## src/rtl/ch77_alarm_box.sv

```systemverilog
// rtl/ch77_alarm_box.sv - channel 77 alarm latch with monitor-bus readout (optional scaler alarms: CH77_SCALER_ALARMS_EN)
module ch77_alarm_box (
  input  logic SIM_RST,
  input  logic SIM_CLK,
  input  logic p4VSW,
  input  logic GND,
  output logic MDT01,
  input  logic MT01,
  output logic MDT02,
  input  logic MT05,
  output logic MDT03,
  input  logic MT12,
  output logic MDT04,
  input  logic MWL01,
  output logic MDT05,
  input  logic MWL02,
  output logic MDT06,
  input  logic MWL03,
  output logic MDT07,
  input  logic MWL04,
  output logic MDT08,
  input  logic MWL05,
  output logic MDT09,
  input  logic MWL06,
  output logic MDT10,
  input  logic MRCH,
  output logic MDT11,
  input  logic MWCH,
  output logic MDT12,
  input  logic MWSG,
  output logic MDT13,
  input  logic MPAL_n,
  output logic MDT14,
  input  logic MTCAL_n,
  output logic MDT15,
  input  logic MRPTAL_n,
  output logic MDT16,
  input  logic MWATCH_n,
  output logic MNHSBF,
  input  logic MVFAIL_n,
  output logic MNHNC,
  input  logic MCTRAL_n,
  output logic MNHRPT,
  input  logic MSCAFL_n,
  output logic MTCSAI,
  input  logic MSCDBL_n,
  output logic MSTRT,
  output logic MAMU,
  output logic MSTP,
  output logic MSBSTP,
  output logic MRDCH,
  output logic MLDCH,
  output logic MONPAR,
  output logic MONWBK,
  output logic MLOAD,
  output logic MREAD,
  output logic NHALGA,
  output logic DOSCAL,
  output logic DBLTST
);

  localparam logic [5:0] ALARM_CHAN = 6'o77;

  logic [5:0] chan_addr;
  logic [9:1] alarm_latch;
  logic [9:1] alarm_set;
  logic       sel;
  logic       alarm_clr;
  logic       read_en;
  logic       unused_inputs;

  assign sel       = (chan_addr == ALARM_CHAN);
  assign alarm_clr = sel && MWCH && MT05;
  assign read_en   = p4VSW && sel && MRCH;

  // Decode the active-low alarm inputs into per-bit set requests
  always_comb begin
    alarm_set    = '0;
    alarm_set[1] = ~MPAL_n;
    alarm_set[2] = 1'b0;
    alarm_set[3] = ~MTCAL_n;
    alarm_set[4] = ~MRPTAL_n;
    alarm_set[5] = ~MWATCH_n;
    alarm_set[6] = ~MVFAIL_n;
    alarm_set[7] = ~MCTRAL_n;
`ifdef CH77_SCALER_ALARMS_EN
    alarm_set[8] = ~MSCAFL_n;
    alarm_set[9] = ~MSCDBL_n;
`else
    alarm_set[8] = 1'b0;
    alarm_set[9] = 1'b0;
`endif
  end

`ifdef CH77_SCALER_ALARMS_EN
  assign unused_inputs = &{1'b0, GND};
`else
  assign unused_inputs = &{1'b0, GND, MSCAFL_n, MSCDBL_n};
`endif

  // Channel address: loaded from the write bus on WSG+T01, dropped on T12 when not writing
  always_ff @(posedge SIM_CLK or negedge SIM_RST) begin
    if (!SIM_RST) begin
      chan_addr <= '0;
    end else if (!p4VSW) begin
      chan_addr <= '0;
    end else if (MWSG && MT01) begin
      chan_addr <= {MWL06, MWL05, MWL04, MWL03, MWL02, MWL01};
    end else if (MT12 && !MWSG) begin
      chan_addr <= '0;
    end
  end

  // Alarm latch: a write to channel 77 clears it, but a still-asserted alarm re-sets its bit
  always_ff @(posedge SIM_CLK or negedge SIM_RST) begin
    if (!SIM_RST) begin
      alarm_latch <= '0;
    end else if (!p4VSW) begin
      alarm_latch <= '0;
    end else begin
      alarm_latch <= (alarm_clr ? 9'b0 : alarm_latch) | alarm_set;
    end
  end

  // Read path is combinational so the latch appears on the bus in the same cycle as RCH
  assign MDT01 = read_en & alarm_latch[1];
  assign MDT02 = read_en & alarm_latch[2];
  assign MDT03 = read_en & alarm_latch[3];
  assign MDT04 = read_en & alarm_latch[4];
  assign MDT05 = read_en & alarm_latch[5];
  assign MDT06 = read_en & alarm_latch[6];
  assign MDT07 = read_en & alarm_latch[7];
  assign MDT08 = read_en & alarm_latch[8];
  assign MDT09 = read_en & alarm_latch[9];
  assign MDT10 = 1'b0;
  assign MDT11 = 1'b0;
  assign MDT12 = 1'b0;
  assign MDT13 = 1'b0;
  assign MDT14 = 1'b0;
  assign MDT15 = 1'b0;
  assign MDT16 = 1'b0;

  // The monitor control lines are never driven by this box
  assign MNHSBF = 1'b0;
  assign MNHNC  = 1'b0;
  assign MNHRPT = 1'b0;
  assign MTCSAI = 1'b0;
  assign MSTRT  = 1'b0;
  assign MAMU   = 1'b0;
  assign MSTP   = 1'b0;
  assign MSBSTP = 1'b0;
  assign MRDCH  = 1'b0;
  assign MLDCH  = 1'b0;
  assign MONPAR = 1'b0;
  assign MONWBK = 1'b0;
  assign MLOAD  = 1'b0;
  assign MREAD  = 1'b0;
  assign NHALGA = 1'b0;
  assign DOSCAL = 1'b0;
  assign DBLTST = 1'b0;

endmodule

```

## config.mk

```make
export PLATFORM = sky130hd
export DESIGN_NAME = ch77_alarm_box
export DESIGN_NICKNAME = d
export VERILOG_FILES = /design/src/rtl/ch77_alarm_box.sv
export SDC_FILE = /design/constraint.sdc
export NUM_CORES = 1
export LEC_CHECK = 0
export BUFFER_PORTS_ARGS = -buffer_cell sky130_fd_sc_hd__buf_2
export CORE_MARGIN = 3
export CORE_UTILIZATION = 42
export DETAILED_ROUTE_END_ITERATION = 8
export HOLD_SLACK_MARGIN = 0.05
export PLACE_DENSITY = 0.84
export SETUP_SLACK_MARGIN = 0.5
export SYNTH_ARGS = -nofsm -noshare
export SYNTH_HDL_FRONTEND = slang
export SYNTH_SLANG_ARGS = --single-unit
```

## constraint.sdc

```tcl
create_clock -name SIM_CLK -period 1.5 [get_ports SIM_CLK]
set_input_delay 0.3 -clock SIM_CLK [delete_from_list [all_inputs] [get_ports SIM_CLK]]
set_output_delay 0.3 -clock SIM_CLK [all_outputs]
set_load 0.005 [all_outputs]
```

==> results of run 1 <==
where the power goes:
| group | switching [mW] | internal, mW | total [mW] | leakage, nW |
|---|---|---|---|---|
| clock | 0.116 | 0.148 | 0.264 | 0.0210 |
| combinational | 0.0598 | 0.0506 | 0.110 | 0.340 |
| sequential | 0.0118 | 0.340 | 0.352 | 0.157 |
registers in the layout, indices dropped and copies added, names as in the netlist:
name         cells
alarm_latch      6
chan_addr        6
cells by family (layout without fill, tap and decap cells):
family                 count (synthesis)  count (layout)  share of synthesized area, %
DFF                                   12              12                          40.1
muxes                                  1               1                          1.84
other                                  1              27                         0.500
buffers and inverters                 30              42                          28.7
and+or+nand+nor                       17              17                          14.9
AOI/OAI and AO/OA                     18              18                          14.0
repair_timing:
item                                    in CTS  in global routing
resized for setup                            7                 13
hold buffers                                 1                  0
pin swaps                                   11                 15
hold endpoints to repair                    12                  0
endpoints found under the setup margin      12                 12
buffers inserted                             8                  2
cells in the final DEF (no fill, tap or decap):
cell | synthesis | layout
a21oi_2 | 0 | 5
conb_1 | 1 | 27
a21oi_1 | 6 | 1
dfrtp_1 | 12 | 12
buf_4 | 27 | 8
a22oi_2 | 0 | 1
clkbuf_8 | 0 | 1
nor2_4 | 1 | 1
buf_2 | 1 | 26
mux2i_2 | 1 | 1
inv_1 | 1 | 1
clkbuf_4 | 0 | 3
nor2_1 | 6 | 6
nand4_4 | 1 | 1
a22oi_1 | 6 | 5
dlygate4sd3_1 | 0 | 1
and2_1 | 6 | 6
and2_0 | 1 | 1
buf_6 | 0 | 2
o21ai_2 | 0 | 6
nand4_1 | 2 | 2
per-stage QoR:
stage	area (um2)	worst slack, ps
after floorplan	847	433
after global placement	796	264
after detailed placement	796	242
after CTS	910	-4.85
after global routing	971	-49.7
final	971	2.33
final cells by class:
class,instances,share of cell area (%)
Clock buffer,4,3.74
Multi-Input combinational cell,63,38.9
Sequential cell,12,30.9
Tap cell,24,3.09
Inverter,1,0.387
Timing Repair Buffer,37,22.9
per-layer routing:
layer,track usage [%],vias up
met4,8.06,0
met3,4.80,4
li1,-,288
met5,0,-
met2,22.4,36
met1,14.0,271
critical path, stage by stage (launching register included):
cell,delay [ps]
dfrtp_1,400
nand4_4,140
nor2_4,140
and2_1,140
buf_2,100
Yosys cell counts:
master / number
nand4_4: 1
nand4_1: 2
dfrtp_1: 12
a21oi_1: 6
a22oi_1: 6
buf_4: 27
conb_1: 1
nor2_4: 1
and2_1: 6
mux2i_2: 1
and2_0: 1
buf_2: 1
inv_1: 1
o21ai_0: 6
clkbuf_1: 1
nor2_1: 6
final timing paths:
| path | start | endpoint | slack [ps] |
|---|---|---|---|
| max | chan_addr[3] | MDT03 | 2 |
| min | MVFAIL_n | alarm_latch[6] | 170 |
| max reg2reg | chan_addr[4] | alarm_latch[6] | 410 |
| min reg2reg | alarm_latch[4] | alarm_latch[4] | 520 |
| max in group asynchronous | SIM_RST | alarm_latch[7] | 870 |
| min in group asynchronous | SIM_RST | chan_addr[2] | 410 |
==> impl_metrics.ini, run 1 <==
[cts]
max-clock-path-buffers = 2
cts_sinks = 12
numCtsBuffers = 3
tritoncts = done
htreeDepth = 1
clock_latency_ps = 280
clk_pin_slew_ps = 80
root_buffer = clkbuf_4

[grt]
grt_pass1_wl_um = 2020
grt_overflow = 0
grt_usage_pct = 13.3
grt_pass1_vias = 487
grt_start_max_net_pins = 13
antenna_found_initial = 0

[floorplan]
start_util_pct = 47.0
core_area_um2 = 1590
die_area_um2 = 2330
die_h_um = 48.2
rows = 14
pin_count = 57
die_x_um = 48.2

[synthesis]
synth_top_area_cell = dfrtp_1
yosys_warnings = 0
ys_ff_latch = 12
netlist_area_um2 = 749
synth_top_area_share_pct = 40.1
ys_seq_area_share_pct = 40.1
synthCells = 79
yosys-top-cells-area = dfrtp_1 40%, buf_4 27%, a22oi_1 6.0%, and2_1 5.0%, a21oi_1 4.0%
synth.avg_cell_area_um2 = 9.49
synth_cell_types = 16

[power]
finalPower_mw = 0.726
p_leak_nw = 0.518
power_density_nw_per_um2 = 748
vdd_ir_drop_max_mv = 0.410

[sta]
fmax_ghz = 0.668
fin_crit_sh_pct = 99.8
whs_ps = 175
finalMaxSlewViolations = 0
hold_violations = 0
fin_skew_ps = 0.943
setup_viol = 0
finalCriticalPeriod_ps = 1500
finalSetupTns_ps = 0
rsz0062_at_grt = yes

[place]
dp_hpwl_um = 1100
portBuffers = 26
gp_congestion = 0.689
dp_cells = 126

[run_status]
status = finished, final reports clean

[worst_setup_path]
startpoint_type = flip-flop
r2r_cells = 6
worstPathArrival_ps = 1200
crit_fanout = 6
worstPathRequired_ps = 1200
cp-end-kind = primary output
crit_type = flip-flop to primary output

[cells_and_area]
multiInputGateArea_um2 = 378
final_cells = 141
nNetsFinal = 142
ff_latch_area_um2 = 300
fill_cells = 149
drive_above_1_share_pct = 47.0
antenna_cells = 0
fin_util_pct = 60.9
area_growth_pct = 29.5

[run]
cap_violations = 0

[min_path]
hold_path.class = primary input to flip-flop
worstHoldPathCells = 2

[route]
drcViolationCount = 0
wirelength_met1_um = 523
vias_per_cell = 4.25
route.vias.total = 599
routed-wl-met3_um = 181
ant_nets = 0
top_layer = met4
dr_wl_met2_um = 795
drtIter0Drc = 9
wirelength_um = 1540
first_pass_iters = 4
wl_per_cell_um = 10.9
(Power assumes the default switching activity.)
==> run 2: changes to the inputs <==
==> constraint.sdc (replaced) <==
create_clock -name SIM_CLK -period 1.5 [get_ports SIM_CLK]
set_input_delay 0.3 -clock SIM_CLK [delete_from_list [all_inputs] [get_ports SIM_CLK]]
set_output_delay 0.3 -clock SIM_CLK [all_outputs]
set_load 0.02 [all_outputs]
==> run 2 against run 1 <==
- the run now ends with setup timing left
- core utilization grew 2.0 points
- critical path type unchanged
- global-route usage is 1.9 points higher
- clock-buffer cell count unchanged
- register-to-register slack worse by 70 ps
- critical endpoint is now MDT01
- critical path depth stayed put
- first-iteration DRC count shrank 11%
- combinational power up 35%
- sequential power is essentially flat
- die area unchanged
- non-clock buffer count decreased by 2
- setup slack worse by 76 ps
- fmax is 4.8% lower
==> impl_metrics.ini, run 2 (synthesis gave the netlist of run 1 again) <==
[place]
dp_cells = 126
dp_hpwl_um = 1170
portBuffers = 26
pre_cts_ws_ps = 133
gp_congestion = 0.697

[route]
vias_per_cell = 4.47
route.vias.total = 621
drtIter0Drc = 8
ant_nets = 0
drcViolationCount = 0
wl_per_cell_um = 12.3
first_pass_iters = 7
wirelength_um = 1710

[worst_setup_path]
startpoint_type = flip-flop
cp-end-kind = primary output
reg2reg_slack_ps = 340
crit_fanout = 6
critPathBufInv = 1
crit_type = flip-flop to primary output
reg2reg_to = alarm_latch[4]
r2r_cells = 5
rr_startpoint = chan_addr[3]
crit_path_max_incr_delay_ps = 370
worstPathRequired_ps = 1200
crit_chain = nand4_1 -> nor2_4 -> and2_4 -> buf_6
crit_family = simple AND/OR/NAND/NOR gates
cp_slowest_cell = dfrtp_1
worstPathArrival_ps = 1270

[sta]
finalSetupTns_ps = -439
fmax_ghz = 0.635
fin_crit_sh_pct = 105
rsz0062_at_grt = yes
finalMaxSlewViolations = 0
hold_violations = 0
worst_slack_ps = -73.9
setup_viol = 6
fin_skew_ps = 0.989
finalCriticalPeriod_ps = 1570
whs_ps = 180

[cts]
tritoncts = done
htreeDepth = 1
clock_latency_ps = 280
numCtsBuffers = 3
clk_pin_slew_ps = 80
cts_sinks = 12
root_buffer = clkbuf_4
max-clock-path-buffers = 2

[floorplan]
die_x_um = 48.2
rows = 14
start_util_pct = 47.0
core_area_um2 = 1590
die_area_um2 = 2330
pin_count = 57
die_h_um = 48.2

[power]
internal-power_mw = 0.533
p_leak_nw = 0.521
swShare_pct = 30.7
combPwrFrac_pct = 19.2
switchingPower_mw = 0.236
clkPwrFrac_pct = 34.8
power_density_nw_per_um2 = 767
vdd_ir_drop_max_mv = 0.517
p_seq_share_pct = 46.0

[grt]
grt_pass1_vias = 548
globalRouteMet1Util_pct = 17.9
globalRoute.busiestLayer = met2
grt_start_max_net_pins = 13
grt_pass1_wl_um = 2330
met2_usage_pct = 24.2
grt_overflow = 0
gr-usage-met3_pct = 5.17
antenna_found_initial = 0
grt_usage_pct = 15.2

[run_status]
status = complete, but fails checks
violations = setup timing

[cells_and_area]
multiInputGateArea_um2 = 384
nNetsFinal = 140
drive_above_1_share_pct = 47.8
mostFrequentLayoutCell = conb_1
ff_latch_area_um2 = 300
top_regs = alarm_latch: 6 flops, chan_addr: 6 flops
antenna_cells = 0
fill_cells = 138
area_growth_pct = 33.9
most-common-layout-cells = 27 x conb_1, 20 x buf_2, 12 x dfrtp_1
final_cells = 139

[run]
cap_violations = 0

[min_path]
worstHoldPathCells = 2
hold_path.class = primary input to flip-flop
holdCritStartpoint = MVFAIL_n
hold_end = alarm_latch[6]
==> run 2: area by class of cell <==
cell class                 count  area share (%)
timing repair buffer          35            24.8
clock buffer                   4            3.62
multi-input combinational     63            38.3
inverter                       1           0.374
tap                           24            2.99
sequential                    12            29.9
==> run 2: layer usage <==
layer | routed length, um | up-vias
met2 | 905 | 41
met3 | 186 | 4
met5 | 0 | -
li1 | - | 286
met4 | 51 | 0
met1 | 570 | 290
==> run 2: through the flow <==
stage	utilization [%]	total power [mW]	instance area, um2
2_1_floorplan	-	0.498	862
3_3_place_gp	50.9	0.480	811
3_5_place_dp	50.9	0.485	811
4_1_cts	60.4	0.753	962
5_1_grt	63.0	0.808	1000
6_report	63.0	0.770	1000
==> run 2: what timing repair did <==
item / in CTS / in global routing
resized for setup: 22 / 8
endpoints found under the setup margin: 12 / 12
buffers inserted: 7 / 1
endpoints found under the hold margin: 12 / 0
hold buffers: 1 / 0
pin swaps: 16 / 4
==> run 2: power by group through the flow <==
stage               clock network, mW  logic [mW]  registers, mW
finish                          0.268       0.148          0.354
global route                    0.288       0.164          0.356
CTS                             0.264       0.138          0.352
detailed placement                  0       0.127          0.358
global placement                    0       0.124          0.357
floorplan                           0       0.143          0.355
==> run 2: how the worst max path moves through the flow <==
stage                  to  slack, ps    startpoint  cells past startpoint
global route        MDT01       -130  chan_addr[5]                      4
floorplan           MDT01        370  chan_addr[3]                      3
detailed placement  MDT01        130         p4VSW                      5
finish              MDT01        -70  chan_addr[4]                      4
CTS                 MDT01        -80  chan_addr[0]                      4
global placement    MDT06        170          MRCH                      5
